## config.mk

```make
export PLATFORM = sky130hd
export DESIGN_NAME = uart_word_bridge
export DESIGN_NICKNAME = d
export VERILOG_FILES = /design/src/rtl/uart_word_bridge.sv
export SDC_FILE = /design/constraint.sdc
export NUM_CORES = 1
export LEC_CHECK = 0
export ABC_CLOCK_PERIOD_IN_PS = 10300
export CAP_MARGIN = 25
export CORE_ASPECT_RATIO = 1.5
export CORE_MARGIN = 10
export CORE_UTILIZATION = 58
export DETAILED_ROUTE_END_ITERATION = 16
export GPL_TIMING_DRIVEN = 1
export PLACE_DENSITY_LB_ADDON = 0.1
export SLEW_MARGIN = 20
export SYNTH_ARGS = -nofsm -noshare
export SYNTH_HDL_FRONTEND = slang
export SYNTH_SLANG_ARGS = --single-unit
export TNS_END_PERCENT = 50
```

## constraint.sdc

```tcl
create_clock -name clk -period 10.3 [get_ports clk]
set_input_delay 2.06 -clock clk [delete_from_list [all_inputs] [get_ports clk]]
set_output_delay 2.06 -clock clk [all_outputs]
set_load 0.02 [all_outputs]
```

## src/rtl/uart_word_bridge.sv

```systemverilog
// Byte <-> word bridge between the UART rx/tx cores and the debug unit.
// RX packs little-endian bytes into words with an idle timeout; TX serializes words byte by byte.
module uart_word_bridge #(
    parameter int NBITS      = 32,
    parameter int BYTE_W     = 8,
    parameter int RX_TIMEOUT = 2**20
) (
    input  logic              clk,
    input  logic              rst,
    input  logic [BYTE_W-1:0] uart_rx_byte,
    input  logic              uart_rx_valid,
    output logic [BYTE_W-1:0] uart_tx_byte,
    output logic              uart_tx_start,
    input  logic              uart_tx_done,
    output logic [NBITS-1:0]  rx_Data,
    output logic              rx_done,
    output logic              rx_timeout,
    input  logic              tx_start,
    input  logic [NBITS-1:0]  tx_Data,
    output logic              tx_done,
    output logic              tx_busy
);

    localparam int NBYTES = NBITS / BYTE_W;
    localparam int IDX_W  = (NBYTES > 1) ? $clog2(NBYTES) : 1;
    localparam int TO_W   = (RX_TIMEOUT > 1) ? $clog2(RX_TIMEOUT) : 1;
    localparam logic [IDX_W-1:0] LAST_IDX = IDX_W'(NBYTES - 1);
    localparam logic [TO_W-1:0]  TO_LAST  = (RX_TIMEOUT > 0) ? TO_W'(RX_TIMEOUT - 1) : '0;
    localparam bit TIMEOUT_EN = (RX_TIMEOUT > 0);

    // Words are held as byte lanes so byte N is simply lane N (little-endian).
    typedef logic [NBYTES-1:0][BYTE_W-1:0] word_t;

    typedef enum logic [1:0] {
        TX_IDLE = 2'd0,
        TX_SEND = 2'd1,
        TX_WAIT = 2'd2
    } tx_state_t;

    // ------------------------------------------------------------------
    // RX path
    // ------------------------------------------------------------------
    logic [IDX_W-1:0] rx_idx_q, rx_idx_d;
    word_t            rx_asm_q, rx_asm_d;
    word_t            rx_data_q, rx_data_d;
    logic             rx_done_q, rx_done_d;
    logic             rx_timeout_q, rx_timeout_d;
    logic [TO_W-1:0]  to_cnt_q, to_cnt_d;
    logic             to_hit;

    assign to_hit = TIMEOUT_EN && (to_cnt_q == TO_LAST);

    always_comb begin
        rx_idx_d     = rx_idx_q;
        rx_asm_d     = rx_asm_q;
        rx_data_d    = rx_data_q;
        rx_done_d    = 1'b0;
        rx_timeout_d = 1'b0;
        to_cnt_d     = to_cnt_q;

        if (uart_rx_valid) begin
            // A byte in the expiry cycle takes priority over the timeout.
            rx_asm_d[rx_idx_q] = uart_rx_byte;
            to_cnt_d           = '0;
            if (rx_idx_q == LAST_IDX) begin
                rx_data_d = rx_asm_d;
                rx_done_d = 1'b1;
                rx_idx_d  = '0;
                rx_asm_d  = '0;
            end else begin
                rx_idx_d = rx_idx_q + IDX_W'(1);
            end
        end else if (rx_idx_q != '0) begin
            if (to_hit) begin
                rx_idx_d     = '0;
                rx_asm_d     = '0;
                to_cnt_d     = '0;
                rx_timeout_d = 1'b1;
            end else if (TIMEOUT_EN) begin
                to_cnt_d = to_cnt_q + TO_W'(1);
            end
        end
    end

    always_ff @(posedge clk or posedge rst) begin
        if (rst) begin
            rx_idx_q     <= '0;
            rx_asm_q     <= '0;
            rx_data_q    <= '0;
            rx_done_q    <= 1'b0;
            rx_timeout_q <= 1'b0;
            to_cnt_q     <= '0;
        end else begin
            rx_idx_q     <= rx_idx_d;
            rx_asm_q     <= rx_asm_d;
            rx_data_q    <= rx_data_d;
            rx_done_q    <= rx_done_d;
            rx_timeout_q <= rx_timeout_d;
            to_cnt_q     <= to_cnt_d;
        end
    end

    assign rx_Data    = rx_data_q;
    assign rx_done    = rx_done_q;
    assign rx_timeout = rx_timeout_q;

    // ------------------------------------------------------------------
    // TX path
    // ------------------------------------------------------------------
    tx_state_t         tx_state_q, tx_state_d;
    word_t             tx_buf_q, tx_buf_d;
    logic [IDX_W-1:0]  tx_idx_q, tx_idx_d;
    logic [BYTE_W-1:0] uart_byte_q, uart_byte_d;
    logic              uart_start_q, uart_start_d;
    logic              tx_done_q, tx_done_d;
    logic              tx_busy_q, tx_busy_d;
    logic [IDX_W-1:0]  tx_idx_inc;

    assign tx_idx_inc = tx_idx_q + IDX_W'(1);

    always_comb begin
        tx_state_d   = tx_state_q;
        tx_buf_d     = tx_buf_q;
        tx_idx_d     = tx_idx_q;
        uart_byte_d  = uart_byte_q;
        uart_start_d = 1'b0;
        tx_done_d    = 1'b0;
        tx_busy_d    = tx_busy_q;

        // The outgoing byte is registered on entry to TX_SEND so it is
        // valid with the start strobe and holds until the next byte.
        case (tx_state_q)
            TX_IDLE: begin
                if (tx_start) begin
                    tx_buf_d     = tx_Data;
                    tx_idx_d     = '0;
                    tx_busy_d    = 1'b1;
                    uart_byte_d  = tx_Data[BYTE_W-1:0];
                    uart_start_d = 1'b1;
                    tx_state_d   = TX_SEND;
                end
            end
            TX_SEND: begin
                tx_state_d = TX_WAIT;
            end
            TX_WAIT: begin
                if (uart_tx_done) begin
                    if (tx_idx_q == LAST_IDX) begin
                        tx_done_d  = 1'b1;
                        tx_busy_d  = 1'b0;
                        tx_state_d = TX_IDLE;
                    end else begin
                        tx_idx_d     = tx_idx_inc;
                        uart_byte_d  = tx_buf_q[tx_idx_inc];
                        uart_start_d = 1'b1;
                        tx_state_d   = TX_SEND;
                    end
                end
            end
            default: begin
                tx_state_d = TX_IDLE;
            end
        endcase
    end

    always_ff @(posedge clk or posedge rst) begin
        if (rst) begin
            tx_state_q   <= TX_IDLE;
            tx_buf_q     <= '0;
            tx_idx_q     <= '0;
            uart_byte_q  <= '0;
            uart_start_q <= 1'b0;
            tx_done_q    <= 1'b0;
            tx_busy_q    <= 1'b0;
        end else begin
            tx_state_q   <= tx_state_d;
            tx_buf_q     <= tx_buf_d;
            tx_idx_q     <= tx_idx_d;
            uart_byte_q  <= uart_byte_d;
            uart_start_q <= uart_start_d;
            tx_done_q    <= tx_done_d;
            tx_busy_q    <= tx_busy_d;
        end
    end

    assign uart_tx_byte  = uart_byte_q;
    assign uart_tx_start = uart_start_q;
    assign tx_done       = tx_done_q;
    assign tx_busy       = tx_busy_q;

endmodule

```

==> results of run 1 <==
-- flip-flops by register name, indices dropped and copies added (netlist names), 2 cells and up --
signal	count
rx_asm_q	24
tx_idx_q	2
to_cnt_q	20
rx_Data	32
tx_state_q	2
uart_tx_byte	8
rx_idx_q	2
tx_buf_q	32
-- cell usage in the layout, fill, tap and decap left out, types with 4 or more instances in the layout --
cell type / count
a21oi_1: 12
a22oi_1: 17
buf_4: 5
bufinv_16: 5
clkbuf_16: 17
clkbuf_8: 4
clkdlybuf4s50_1: 89
dfrtp_1: 127
ha_1: 6
inv_1: 32
mux2_2: 41
mux2i_1: 24
mux4_2: 8
nand2_1: 45
nand3_1: 11
nand4_1: 7
nor2_1: 14
nor2b_1: 4
nor4_1: 4
o21ai_0: 56
o22ai_1: 8
o2bb2ai_1: 7
o31ai_1: 6
or4_1: 7
xnor2_1: 4
xor2_1: 4
-- kinds of logic after synthesis --
group                      Yosys count  share of synthesized area
and+or+nand+nor                    108                    0.09409
AOI/OAI and AO/OA                  116                     0.1232
DFF                                127                     0.5597
buffers and inverters               60                    0.04209
adders and majority gates            6                    0.01322
xor gates and xnor gates             8                    0.01234
muxes                               73                     0.1554
-- synth_stat cells (4+ instances only) --
master     number
mux2_2         41
dfrtp_1       127
clkbuf_1       18
a22oi_1        17
o31ai_1         6
nor2_1         14
nand4_1         7
mux2i_1        24
or4_1           7
mux4_2          8
xnor2_1         4
o2bb2ai_1       7
nand2_1        45
o22ai_1         8
a21oi_1        12
buf_2           5
xor2_1          4
inv_1          33
ha_1            6
nor2b_1         4
nand3_1        11
o21ai_0        57
nor4_1          4
-- worst max path at each step --
stage                         endpoint  slack [ns]  depth (start not counted)     startpoint
after CTS                 to_cnt_q[17]        6.27                          5  uart_rx_valid
after global routing      to_cnt_q[13]        6.14                          5  uart_rx_valid
final                     to_cnt_q[17]        6.25                          5  uart_rx_valid
after detailed placement  to_cnt_q[17]        5.84                          5  uart_rx_valid
after global placement    to_cnt_q[19]        5.92                          5  uart_rx_valid
after floorplan             rx_Data[0]        4.86                          1            rst
-- report_power, final --
group	internal [mW]	leakage [nW]	total [mW]	switching (mW)
registers	0.698	1.61	0.831	0.134
clock network	0.455	0.320	0.664	0.209
logic	0.382	1.17	0.756	0.375
total	1.53	3.09	2.25	0.717
-- layer usage --
metal  GRT usage  vias to the layer above  wire length [um]
li1            -                     1966                 -
met1      0.2198                     2043              5165
met2      0.3261                      127              7065
met3     0.05724                       27               700
met4     0.09478                        0               375
met5           0                        -                 0
-- tightest hold or removal path, stage by stage (launching register included) --
cell and delay, ns:
dfrtp_1 0.33, nand2_1 0.05, o21ai_0 0.06
-- cell type report --
class	count	area (sq um)
well taps	115	143.9
multi-input cells	311	2261
clock buffers	23	488.0
flip-flops and latches	127	3178
clock inverters	9	178.9
fillers	621	2302
inverters	33	126.4
repair buffers	95	955.9
==> flow_metrics.env, run 1 <==
export IMPL_grt_setup_unrepaired="false"
export IMPL_clock_path_buffers=2
export IMPL_synth_cells=498
export IMPL_cts_resized=0
export IMPL_rows=44
export IMPL_cts_root_buf="clkbuf_16"
export IMPL_end_kind="flop"
export IMPL_crit_type="input pin to flop"
export IMPL_synth_cell_types=39
export IMPL_hpwl_um=9394
export IMPL_r2r_start="rx_idx_q[0]"
export IMPL_antenna_found_initial=0
export IMPL_clk_pin_slew_ns=0.05
export IMPL_synth_nets=549
export IMPL_dpl_cell_area_sq_um=6665
export IMPL_worstPathRequired_ns=10.62
export IMPL_cts_max_level=4
export IMPL_grt_usage=0.1951
export IMPL_tns_ns=0
export IMPL_cp_arrival_ns=4.37
export IMPL_worstMarginPinSlew_ns=0.8921
export IMPL_first_iter_violations=187
export IMPL_cts_tree="done"
export IMPL_max_cap_viol_count=0
export IMPL_synth_cell_area_sq_um=5678
export IMPL_crit_path_cell_trace="clkdlybuf4s50_1, nor2b_1, or3_1, or4_4, a21oi_2"
export IMPL_hold_path_class="flop to flop"
export IMPL_layout_setup_ws_ns=6.252
export IMPL_post_cts_buffers=0
export IMPL_wirelength_um=13310
export IMPL_peakVddDrop_uv=213.5
export IMPL_finalHoldViolCount=0
export IMPL_yosysTopAreaCellShare=0.5597
export IMPL_critPathLaunchType="input pin"
export IMPL_power_per_cell_area_nw_per_um2=307.1
export IMPL_reg2reg_depth=6
export IMPL_cpLargestDelayFamily="simple AND/OR/NAND/NOR gates"
export IMPL_drive_above_1_share=0.1472
export IMPL_grt_first_pass_wirelength_um=22130
export IMPL_fin_nets=636
export IMPL_cts_num_sinks=127
export IMPL_slowest_stage="clkdlybuf4s50_1"
export IMPL_drtPass1Iterations=4
export IMPL_hold_end="uart_tx_byte[5]"
export IMPL_io_pins=90
export IMPL_dp_cells=681
export IMPL_core_area_sq_um=9634
export IMPL_diodes=0
export IMPL_utilization=0.7610
export IMPL_gp_congestion=0.8256
export IMPL_area_growth_pct=29.13
export IMPL_holdPathStages=2
export IMPL_finalSetupViolCount=0
export IMPL_remaining_drc_errors=0
export IMPL_cts_buffers=17
export IMPL_r2r_end="rx_asm_q[7]"
export IMPL_fin_crit_sh=0.3930
export IMPL_avgSynthCellArea_sq_um=11.40
export IMPL_dp_worst_setup_slack_ns=5.838
export IMPL_yosysWarnings=0
export IMPL_ys_flop_type="dfrtp_1"
export IMPL_grt_max_degree=61
export IMPL_hold_start="uart_tx_byte[5]"
export IMPL_hold_buffers=0
export IMPL_r2r_slack_ns=7.33
export IMPL_slowest_delay_ns=0.82
export IMPL_period_minus_slack_ns=4.048
export IMPL_hold_ws_ns=0.4755
export IMPL_design_power_total_mw=2.252
export IMPL_die_area_sq_um=14230
export IMPL_fp_dieW_um=100.8
export IMPL_slew_headroom=0.4013
export IMPL_instances_no_fill=713
export IMPL_vias=4163
export IMPL_leakagePower_nw=3.092
export IMPL_synth_seq_area_share=0.5597
export IMPL_status="finished clean"
export IMPL_die_h_um=141.2
export IMPL_wl_per_cell_um=18.66
export IMPL_clock_skew_ns=0.009883
export IMPL_drv_slew=0
export IMPL_design_area_sq_um=7332
export IMPL_grt_pass1_vias=4351
export IMPL_synth_seq_cells=127
export IMPL_synth_area_leader_cell="dfrtp_1"
export IMPL_grt_ovfl_total=0
export IMPL_antenna_left=0
export IMPL_fmax_mhz=247.0
export IMPL_place_port_buffers=89
export IMPL_start_util=0.5894
export IMPL_cp_num_buf_inv=1
export IMPL_yosys_top_cells_area="dfrtp_1 (56%), mux2_2 (8.1%), o21ai_0 (5.0%)"
export IMPL_worstPathMaxFanout=16
export IMPL_viasPerCell=5.839
export IMPL_async_reset_ff_frac=1.000
export IMPL_synth_edff_count=0
export IMPL_clk_latency_ns=0.41
(Power assumes the default switching activity.)
==> inputs of run 2 (changes only) <==
- ABC_CLOCK_PERIOD_IN_PS: 10300 -> 4100
- CORE_UTILIZATION: 58 -> 53
- clock period: 10.3 -> 4.1 ns (I/O delays scaled with it)
==> run 2 against run 1 <==
First-iteration DRC count decreased by 24%. Critical path depth increased by 1. Utilization decreased by 5.9 points. Power increased by 150%. Clock skew decreased by 0.0018 ns. Clock-buffer cell count decreased by 5. Combinational power increased to 2.5 times the previous value. Largest cell class unchanged. Largest power group unchanged. Global-route usage decreased by 0.92 points. Worst hold slack improved by 0.0062 ns. Cell count increased by 4.5%. Cell area increased by 0.79%.
==> flow_metrics.env, run 2 (synthesis gave the netlist of run 1 again) <==
export IMPL_cts_max_level=4
export IMPL_power_per_cell_area_nw_per_um2=752.5
export IMPL_hold_end="uart_tx_byte[6]"
export IMPL_area_growth_pct=30.15
export IMPL_vias=4165
export IMPL_crit_type="input pin to flop"
export IMPL_grt_ovfl_total=0
export IMPL_finalHoldViolCount=0
export IMPL_instances_no_fill=745
export IMPL_cp_arrival_ns=2.77
export IMPL_grt_max_degree=58
export IMPL_remaining_drc_errors=0
export IMPL_worstMarginPinSlew_ns=0.6931
export IMPL_pwr_share_comb=0.342
export IMPL_dpl_cell_area_sq_um=6735
export IMPL_cts_num_sinks=127
export IMPL_dp_cells=712
export IMPL_grt_setup_unrepaired="false"
export IMPL_wirelength_um=13630
export IMPL_io_pins=90
export IMPL_cts_tree="done"
export IMPL_final_cell_mix="dfrtp_1 (127), clkdlybuf4s50_1 (89), o21ai_0 (56)"
export IMPL_grt_pass1_vias=4496
export IMPL_design_area_sq_um=7390
export IMPL_first_iter_violations=142
export IMPL_fin_crit_sh=0.6054
export IMPL_period_minus_slack_ns=2.482
export IMPL_antenna_left=0
export IMPL_diodes=0
export IMPL_holdPathStages=2
export IMPL_dp_worst_setup_slack_ns=1.192
export IMPL_cpLargestDelayFamily="simple AND/OR/NAND/NOR gates"
export IMPL_drv_slew=0
export IMPL_r2r_slack_ns=1.74
export IMPL_leakagePower_nw=3.108
export IMPL_design_power_total_mw=5.560
export IMPL_intPower_mw=3.751
export IMPL_cp_num_buf_inv=2
export IMPL_worstPathMaxFanout=16
export IMPL_power_frac_clock=0.284
export IMPL_r2r_start="rx_idx_q[0]"
export IMPL_layout_commonest_cell="dfrtp_1"
export IMPL_seqPwrFrac=0.374
export IMPL_rows=46
export IMPL_post_cts_buffers=0
export IMPL_status="finished clean"
export IMPL_fin_nets=640
export IMPL_fmax_mhz=402.9
export IMPL_utilization=0.7016
export IMPL_crit_path_cell_trace="clkdlybuf4s50_1, buf_4, nor2b_1, or3_1, or4_1, and3_1"
export IMPL_drive_above_1_share=0.1547
export IMPL_clock_skew_ns=0.008104
export IMPL_place_port_buffers=89
export IMPL_hpwl_um=9631
export IMPL_tns_ns=0
export IMPL_fp_dieW_um=104.5
export IMPL_hold_path_class="flop to flop"
export IMPL_clock_path_buffers=2
export IMPL_slew_headroom=0.5379
export IMPL_n_fill_cell=809
export IMPL_grt_usage=0.1859
export IMPL_slowest_stage="or3_1"
export IMPL_worstPathRequired_ns=4.39
export IMPL_cts_buffers=17
export IMPL_gp_congestion=0.8469
export IMPL_end_kind="flop"
export IMPL_hold_buffers=0
export IMPL_sw_frac_of_total=0.3254
export IMPL_r2r_end="to_cnt_q[19]"
export IMPL_start_util=0.5391
export IMPL_drtPass1Iterations=4
export IMPL_grt_first_pass_wirelength_um=23020
export IMPL_clk_pin_slew_ns=0.06
export IMPL_cts_root_buf="clkbuf_16"
export IMPL_peakVddDrop_uv=401.6
export IMPL_antenna_found_initial=0
export IMPL_p_sw_mw=1.810
export IMPL_die_h_um=146.8
export IMPL_reg2reg_depth=7
export IMPL_finalSetupViolCount=0
export IMPL_core_area_sq_um=10530
export IMPL_cts_resized=0
export IMPL_viasPerCell=5.591
export IMPL_max_cap_viol_count=0
export IMPL_layout_setup_ws_ns=1.618
export IMPL_critPathLaunchType="input pin"
export IMPL_die_area_sq_um=15340
export IMPL_wl_per_cell_um=18.30
export IMPL_clk_latency_ns=0.41
export IMPL_hold_ws_ns=0.4817
export IMPL_hold_start="uart_tx_byte[6]"
export IMPL_slowest_delay_ns=0.51
## run 2: cell count changes in the layout (fill, tap and decap cells not counted), moves of 2 or more
cell | before | now
clkbuf_1 | 2 | 0
clkinv_2 | 1 | 3
inv_6 | 0 | 2
clkinv_4 | 1 | 4
buf_12 | 0 | 4
clkbuf_8 | 4 | 1
## run 2: layer usage
metal / vias up / global-route usage / wire length, um
li1: 1969 / - / -
met1: 2042 / 0.1988 / 5333
met2: 129 / 0.3328 / 7285
met3: 25 / 0.05079 / 652
met4: 0 / 0.08240 / 360
met5: - / 0 / 0
## run 2: worst max path at each step
stage                     slack [ns]     startpoint      endpoint  cells past startpoint
after floorplan                 1.71            rst    rx_Data[0]                      1
after global placement          1.25  uart_rx_valid  to_cnt_q[17]                      6
after detailed placement        1.19  uart_rx_valid  to_cnt_q[17]                      6
after CTS                       1.38    rx_idx_q[0]   rx_asm_q[7]                      7
after global routing            1.51  uart_rx_valid  to_cnt_q[17]                      6
final                           1.62  uart_rx_valid  to_cnt_q[19]                      6
## run 2: cell type report
| class | instances | area (sq um) | share of cell area |
|---|---|---|---|
| sequential | 127 | 3178 | 0.4301 |
| multi-input combinational | 311 | 2261 | 0.3060 |
| tap | 144 | 180.2 | 0.02438 |
| inverter | 33 | 127.6 | 0.01727 |
| clock buffer | 18 | 439.2 | 0.05943 |
| clock inverter | 13 | 187.7 | 0.02540 |
| timing repair buffer | 99 | 1016 | 0.1375 |
## run 2: power groups by stage
stage | Combinational [mW] | Sequential (mW) | Clock (mW)
5_1_grt | 2.08 | 2.15 | 1.67
3_3_place_gp | 1.86 | 2.06 | 0
6_report | 1.90 | 2.08 | 1.58
2_1_floorplan | 1.02 | 2.23 | 0
3_5_place_dp | 1.91 | 2.09 | 0
4_1_cts | 1.93 | 2.08 | 1.61
## run 2: worst reg2reg max path, stage by stage (launching register included)
cell and delay, ns:
dfrtp_1 0.37, inv_1 0.09, ha_1 0.19, buf_4 0.21
nor2b_1 0.25, or3_1 0.51, or4_1 0.42, and3_1 0.19
==> inputs of run 3 (changes only) <==
- ABC_CLOCK_PERIOD_IN_PS: 4100 -> 2450
- clock period: 4.1 -> 2.45 ns (I/O delays scaled with it)
==> run 3 against run 2 <==
Clock-buffer cell count grew 7. Cell count is 0.81% higher. Critical endpoint unchanged. Clock skew about the same. Sequential share of layout area down 0.34 points.
==> flow_metrics.env, run 3 (synthesis gave the netlist of run 1 again) <==
export IMPL_fin_crit_sh=0.8769
export IMPL_fmax_mhz=465.5
export IMPL_grt_usage=0.1928
export IMPL_worstPathRequired_ns=2.75
export IMPL_cts_resized=0
export IMPL_n_fill_cell=782
export IMPL_antenna_left=0
export IMPL_crit_type="flop to flop"
export IMPL_clk_pin_slew_ns=0.05
export IMPL_clock_skew_ns=0.007742
export IMPL_hold_buffers=0
export IMPL_grt_pass1_vias=4663
export IMPL_period_minus_slack_ns=2.148
export IMPL_critPathLaunchType="flop"
export IMPL_design_area_sq_um=7448
export IMPL_drtPass1Iterations=5
export IMPL_rows=46
export IMPL_wirelength_um=14090
export IMPL_pwr_share_comb=0.350
export IMPL_cts_buffers=17
export IMPL_hold_ws_ns=0.3749
export IMPL_cp_arrival_ns=2.45
export IMPL_dp_worst_setup_slack_ns=0.2166
export IMPL_end_kind="flop"
export IMPL_core_area_sq_um=10530
export IMPL_gp_congestion=0.8368
export IMPL_grt_max_degree=57
export IMPL_clk_latency_ns=0.41
export IMPL_peakVddDrop_uv=826.6
export IMPL_hold_path_class="input pin to asynchronous set/reset pin"
export IMPL_finalSetupViolCount=0
export IMPL_drv_slew=0
export IMPL_tns_ns=0
export IMPL_grt_setup_unrepaired="false"
export IMPL_leakagePower_nw=3.139
export IMPL_wl_per_cell_um=18.76
export IMPL_viasPerCell=5.706
export IMPL_remaining_drc_errors=0
export IMPL_start_util=0.5391
export IMPL_p_sw_mw=3.002
export IMPL_grt_first_pass_wirelength_um=23950
export IMPL_vias=4285
export IMPL_die_h_um=146.8
export IMPL_post_cts_buffers=0
export IMPL_dpl_cell_area_sq_um=6833
export IMPL_seqCellArea_sq_um=3178
export IMPL_area_growth_pct=31.18
export IMPL_antenna_found_initial=0
export IMPL_die_area_sq_um=15340
export IMPL_cts_root_buf="clkbuf_16"
export IMPL_sw_frac_of_total=0.3197
export IMPL_fin_nets=646
export IMPL_fp_dieW_um=104.5
export IMPL_worstPathMaxFanout=10
export IMPL_slew_headroom=0.6342
export IMPL_seqPwrFrac=0.369
export IMPL_finalHoldViolCount=0
export IMPL_layout_setup_ws_ns=0.3016
export IMPL_first_iter_violations=207
export IMPL_cts_tree="done"
export IMPL_drive_above_1_share=0.1549
export IMPL_cts_max_level=4
export IMPL_place_port_buffers=89
export IMPL_power_frac_clock=0.281
export IMPL_max_cap_viol_count=0
export IMPL_clock_path_buffers=2
export IMPL_intPower_mw=6.387
export IMPL_io_pins=90
export IMPL_multi_input_area_sq_um=2261
export IMPL_final_cell_mix="dfrtp_1 (127), clkdlybuf4s50_1 (89), o21ai_0 (56)"
export IMPL_status="finished clean"
export IMPL_layout_commonest_cell="dfrtp_1"
export IMPL_cts_num_sinks=127
export IMPL_diodes=0
export IMPL_reg2reg_depth=6
export IMPL_hpwl_um=9965
export IMPL_worstMarginPinSlew_ns=0.5467
export IMPL_power_per_cell_area_nw_per_um2=1261
export IMPL_grt_ovfl_total=0
-- run 3: changes by cell type in the layout (fill, tap and decap cells not counted) --
cell and change:
clkinv_4 -4, buf_12 +2, buf_4 +4, clkbuf_8 +2
inv_6 -2, clkinv_2 -1, clkbuf_1 +5
-- run 3: stage by stage --
stage | power (mW) | util | std cells
finish | 9.389 | 0.7072 | 751
global route | 9.956 | 0.7072 | 751
CTS | 9.484 | 0.7072 | 751
detailed placement | 6.796 | 0.6487 | 720
global placement | 6.652 | 0.6487 | 720
floorplan | 5.439 | - | 498
-- run 3: final timing paths --
check	start	end	slack (ns)
min reg2reg	rx_Data[3]	rx_Data[3]	0.48
min in group clk	rx_Data[3]	rx_Data[3]	0.48
max reg2reg	rx_idx_q[0]	to_cnt_q[19]	0.30
max in group asynchronous	rst	tx_buf_q[27]	1.53
max	rx_idx_q[0]	to_cnt_q[19]	0.30
min	rst	tx_buf_q[9]	0.37
-- run 3: final cells by class --
cell class / count / share of cell area
Tap cell: 144 / 0.02419
Inverter: 33 / 0.01713
Clock inverter: 6 / 0.01747
Timing Repair Buffer: 105 / 0.1458
Sequential cell: 127 / 0.4267
Multi-Input combinational cell: 311 / 0.3035
Clock buffer: 25 / 0.06518
-- run 3: metal layers --
layer  vias to the layer above  share of wire  global-route usage
met3                        13          0.050             0.05517
met1                      2152           0.39              0.2110
met5                         -              0                   0
met2                       134           0.55              0.3499
met4                         0          0.010             0.05936
li1                       1986              -                   -
-- run 3: critical path, cell delays in order, from the launching register on --
cell	delay (ns)
dfrtp_1	0.39
inv_1	0.10
ha_1	0.29
nor2b_1	0.17
or3_1	0.47
or4_1	0.43
and3_1	0.19
-- run 3: power groups by stage --
stage / Sequential [mW] / Combinational [mW] / Clock (mW)
floorplan: 3.72 / 1.71 / 0
global placement: 3.43 / 3.22 / 0
detailed placement: 3.48 / 3.31 / 0
CTS: 3.47 / 3.34 / 2.68
global route: 3.57 / 3.61 / 2.78
finish: 3.46 / 3.29 / 2.64
